File: src/rtl/regfile_sb.sv
// Purpose: register file plus per-register reservation scoreboard for the in-order pipeline.
// Latency: reads, hazard and debug outputs are combinational; writes/reservations land on the next clk edge.
// Backpressure: none; write-back is accepted every cycle, decode stalls itself on reserved_o.
//
// Ports:
//   clk, rst                 clock; asynchronous active-low reset (clears regs and busy bits)
//   r0_num_i / r0_data_o     read port 0 (rd, also the reservation target), write-back bypassed
//   r1_num_i / r1_data_o     read port 1 (rs), write-back bypassed
//   w_reserve_i              reserve r0_num_i as a destination, taken only when no hazard and no flush
//   reserved_o               hazard: r0 or r1 still waits for a write-back
//   wb_v_i/wb_num_i/wb_data_i write-back: writes data and releases the reservation
//   flush_i                  clears every reservation (write-back in the same cycle still writes)
//   dbg_num_i / dbg_data_o / dbg_busy_o  raw, unbypassed debug view
module regfile_sb #(
    parameter int WORD  = 32,
    parameter int W_RD  = 4,
    parameter int W_RS  = 4,
    parameter int N_REG = 16
) (
    input  logic            clk,
    input  logic            rst,
    input  logic [W_RD-1:0] r0_num_i,
    input  logic [W_RS-1:0] r1_num_i,
    output logic [WORD-1:0] r0_data_o,
    output logic [WORD-1:0] r1_data_o,
    input  logic            w_reserve_i,
    output logic            reserved_o,
    input  logic            wb_v_i,
    input  logic [W_RD-1:0] wb_num_i,
    input  logic [WORD-1:0] wb_data_i,
    input  logic            flush_i,
    input  logic [W_RD-1:0] dbg_num_i,
    output logic [WORD-1:0] dbg_data_o,
    output logic            dbg_busy_o
);

    logic [WORD-1:0]  regs_q [N_REG];
    logic [WORD-1:0]  regs_d [N_REG];
    logic [N_REG-1:0] busy_q;
    logic [N_REG-1:0] busy_d;

    logic wb_hit0;
    logic wb_hit1;
    logic res_ok;

    // A write-back aimed at a read register both supplies the data and
    // cancels that register's hazard in the same cycle.
    assign wb_hit0 = wb_v_i && (wb_num_i == r0_num_i);
    assign wb_hit1 = wb_v_i && (wb_num_i == r1_num_i);

    assign r0_data_o = wb_hit0 ? wb_data_i : regs_q[r0_num_i];
    assign r1_data_o = wb_hit1 ? wb_data_i : regs_q[r1_num_i];

    // rd is checked too: a pending write to the destination must retire
    // before a new owner may claim it.
    assign reserved_o = (busy_q[r0_num_i] && !wb_hit0) ||
                        (busy_q[r1_num_i] && !wb_hit1);

    assign res_ok = w_reserve_i && !reserved_o && !flush_i;

    assign dbg_data_o = regs_q[dbg_num_i];
    assign dbg_busy_o = busy_q[dbg_num_i];

    always_comb begin
        regs_d = regs_q;
        busy_d = busy_q;
        if (wb_v_i) begin
            regs_d[wb_num_i] = wb_data_i;
            busy_d[wb_num_i] = 1'b0;
        end
        // Ordering matters: a reserve on the register being written back
        // makes the issuing instruction the new owner, so it is applied last.
        if (flush_i) begin
            busy_d = '0;
        end else if (res_ok) begin
            busy_d[r0_num_i] = 1'b1;
        end
    end

    always_ff @(posedge clk or negedge rst) begin
        if (!rst) begin
            for (int i = 0; i < N_REG; i++) begin
                regs_q[i] <= '0;
            end
            busy_q <= '0;
        end else begin
            regs_q <= regs_d;
            busy_q <= busy_d;
        end
    end

endmodule

File: config.mk
export PLATFORM = sky130hd
export DESIGN_NAME = regfile_sb
export DESIGN_NICKNAME = d
export VERILOG_FILES = /design/src/rtl/regfile_sb.sv
export SDC_FILE = /design/constraint.sdc
export NUM_CORES = 1
export LEC_CHECK = 0
export ABC_AREA = 1
export BUFFER_PORTS_ARGS = -buffer_cell sky130_fd_sc_hd__buf_2
export CAP_MARGIN = 20
export CELL_PAD_IN_SITES_DETAIL_PLACEMENT = 1
export CELL_PAD_IN_SITES_GLOBAL_PLACEMENT = 2
export CORE_ASPECT_RATIO = 1.1
export CORE_MARGIN = 5
export CORE_UTILIZATION = 30
export DETAILED_ROUTE_END_ITERATION = 10
export PLACE_DENSITY = 0.75
export SYNTH_ARGS = -nofsm -noshare
export SYNTH_HDL_FRONTEND = slang
export SYNTH_SLANG_ARGS = --single-unit
File: constraint.sdc
create_clock -name clk -period 3.26 [get_ports clk]
set_clock_uncertainty 0.05 [all_clocks]
set_input_delay 0.652 -clock clk [delete_from_list [all_inputs] [get_ports clk]]
set_output_delay 0.652 -clock clk [all_outputs]
set_load 0.02 [all_outputs]
==> results.toml <==
[sta]
max_clock_freq_mhz = 310
maxSlewHeadroom = 0.529
final_hold_viol_count = 0
layout_min_cycle_time_ps = 3230
report.final.setup_viol = 0
rsz0062_at_grt = "yes"
max_slew.worst_pin.slew_ps = 706
final_max_slew_viol_count = 0
finalCritPeriodShare = 0.989

[worst_setup_path]
critical_path.reg2reg.endpoint = "busy_q[5]"
crit_path_top_delay_cell = "a31oi_1"
ff2ff_setup_slack_ps = 1190
worst-path-buf-inv = 6
worst_ep_required_time_ps = 2560
end_kind = "output pin"
crit_path_max_cell_delay_ps = 290
worst_r2r_path_depth = 12
critPathTopFamily = "buffers and inverters"
timing.critical_path.fanout_max = 36
path_cells = "buf_2 > inv_8 > buf_16 > buf_16 > o21ai_0 > o211ai_1 > nand3_1 > a31oi_1 > buf_4 > buf_2"
timing.critical_path.arrival_ps = 2520
regToRegStartpoint = "busy_q[15]"
critPathKind = "in -> out"
timing.critical_path.from_type = "input port"

[final_layout]
finalNonFillerCells = 6139
post_route_cells_drive_above_1_share = 0.118
filler_cell_count = 13200
final_net_count = 4720
area_growth_syn_to_layout_pct = 19.2
finalInstanceArea_mm2 = 0.0391

[clock_tree]
clock_tree.root_cell = "clkbuf_16"
tritoncts_clock_tree = "done"
cts.path.max_buffers = 3
worst_skew_pair.late_latency_ps = 630
cts_buffers = 66
clk_pin_slew_worst_paths_ps = 60
ctsHtreeMaxLevel = 3
tritoncts_num_sinks = 528

[min_path]
worst_hold_path.num_cells = 3
timing.hold.worst.start = "wb_data_i[13]"
holdPathEnd = "regs_q[301]"
min_path_type = "in -> reg"

[synthesis]
post_synth_edffs = 0
dominantRegCellSynth = "dfrtp_1"
synth_top_family_by_area = "compound AO/OA/AOI/OAI gates"
synthXorXnorAreaFrac = 0.000534
synth_mux_area_frac = 0.000305
postSynthAreaPerCell_um2 = 7.07
ys_warn_count = 0
syn-cell-area_mm2 = 0.0328
yosysMostFrequentCell = "o21ai_0"
synth-adder-area-share = 0
synth.top_cells.by_count = "o21ai_0 (1028), nand2_1 (825), dfrtp_1 (528), nor2_1 (465), a21oi_1 (371)"
share_of_the_synthesized_area_in_the_top_cell_type = 0.403
postSynth.asyncResetShare = 1.00
sequential_to_total_area_share_from_yosys_stat = 0.403
yosysTopAreaCell = "dfrtp_1"
synthSimpleGateAreaFrac = 0.167
synth_cells = 4641
synth.area.top_cells = "dfrtp_1 (40%), o21ai_0 (16%), nand2_1 (9.4%)"
syn-num-nets = 4694
ys_seq_elements = 528
compound_cell_area_share_of_the_yosys_netlist = 0.337
synth_cell_types = 29

[placement]
dp_hpwl_um = 106000
buffer_ports.inserted = 150
post_dp_cell_area_mm2 = 0.0368
numPlacedInstances = 6013
globalplace.congestion = 0.864

[grt]
gr-total-overflow = 0
groute.usage.overall = 0.282
grt_first_pass_wirelength_um = 248000
grt.met1_usage = 0.372
grt_pass1_vias = 36200
grt_max_degree = 92
grtUsageMet2 = 0.472
grt_use_met3 = 0.0345
grt_antenna_before_repair = 13
layer_with_the_highest_usage = "met2"

[route]
detail_route.iter0.violations = 3398
via_per_inst = 5.92
drt.antenna.violating_nets = 0
routed_wirelength_um = 169000
detail_route.first_pass.iterations = 5
vias = 36300
drc = 0
wl_per_cell_um = 27.6

[floorplan]
die-height_um = 357
num_io_pins = 151
floorplan.initialDensity = 0.301
die_width_um = 325
die_area_mm2 = 0.116
row_count = 127
core_mm2 = 0.109

[flow_run]
cap_viol_max_count = 0

[power_and_ir_drop]
pwr_density_cell_mw_per_mm2 = 592
largest_voltage_drop_on_the_vdd_net_uv = 333
power.static_leakage_nw = 16.7
totalPowerFinal_mw = 23.2

[outcome]
result_of_the_run = "complete, no violations"
==> worst max path at each step <==
stage / startpoint / to / slack (ps) / depth (start not counted)
after floorplan: r0_num_i[1] / r0_data_o[20] / 420 / 9
after global placement: r0_num_i[1] / r0_data_o[17] / -90 / 12
after detailed placement: r0_num_i[1] / r0_data_o[17] / -100 / 12
after CTS: r0_num_i[0] / r0_data_o[4] / 30 / 7
after global routing: r1_num_i[1] / r1_data_o[13] / -3 / 10
final: r1_num_i[1] / r1_data_o[30] / 30 / 10
==> layer usage <==
layer  vias up  part of all wire  wire, um
li1      16100                 -         -
met4         4             0.042      7180
met2      1439              0.47     79200
met1     18400              0.42     72000
met3       358             0.065     11000
met5         -           0.00015        26
==> kinds of logic after synthesis <==
| family | after synthesis |
|---|---|
| compound gates | 1926 |
| simple gates | 1402 |
| mux | 1 |
| buf+inv | 782 |
| xor+xnor | 2 |
| flops | 528 |
==> cell type report <==
cell class,count,area (um2),area share
Sequential cell,528,13200,0.338
Multi-Input combinational cell,3331,16700,0.428
Inverter,336,1300,0.0333
Timing Repair Buffer,404,3880,0.0993
Clock inverter,23,280,0.00717
Clock buffer,93,1910,0.0490
Antenna cell,5,12.5,0.000320
Tap cell,1419,1780,0.0454
==> cell usage in the layout, fill, tap and decap left out, types with 5 or more instances in the layout <==
cell and instances:
clkinv_2 16, diode_2 5, bufinv_16 5, inv_1 308, buf_12 90, nor2_4 16
a21oi_1 370, dfrtp_1 528, clkbuf_1 12, a22oi_1 197, nand2_1 823, a31oi_1 33
o21ai_1 12, nor2_1 448, nand3_1 68, clkbuf_16 68, o211ai_1 90, o21ai_0 1028
clkbuf_8 15, nand4_1 38, inv_2 7, inv_6 5, clkinv_1 9, o22ai_1 38
o221ai_1 153, buf_2 144, buf_4 161
==> through the flow <==
step	setup TNS, ps	utilization	setup slack, ps	hold WS [ps]
2_1_floorplan	0	-	419	306
3_5_place_dp	-100	0.338	-100	469
5_1_grt	-3.46	0.359	-3.46	330
6_report	0	0.359	34.3	329
3_3_place_gp	-85.5	0.338	-85.5	457
4_1_cts	0	0.359	29.2	295
==> power breakdown <==
group | switching [mW] | internal (mW)
sequential | 1.35 | 8.01
clock | 3.20 | 4.50
combinational | 3.94 | 2.14
total | 8.50 | 14.7
==> worst min-delay path: stages <==
cell and delay (ps):
buf_2 160, nand2_1 80, o21ai_0 70
==> flip-flops by register name (all words and copies together) (netlist names) <==
name    count
regs_q    512
busy_q     16
==> what timing repair did <==
action	4_1_cts	5_1_grt
hold buffers	1	0
endpoints found under the setup margin	1	10
gates resized for setup	1	7
cloned	0	1
buffers inserted	2	1
endpoints found under the hold margin	44	0
pin swaps	1	1
Note: power is estimated with default switching activity, not from simulation.
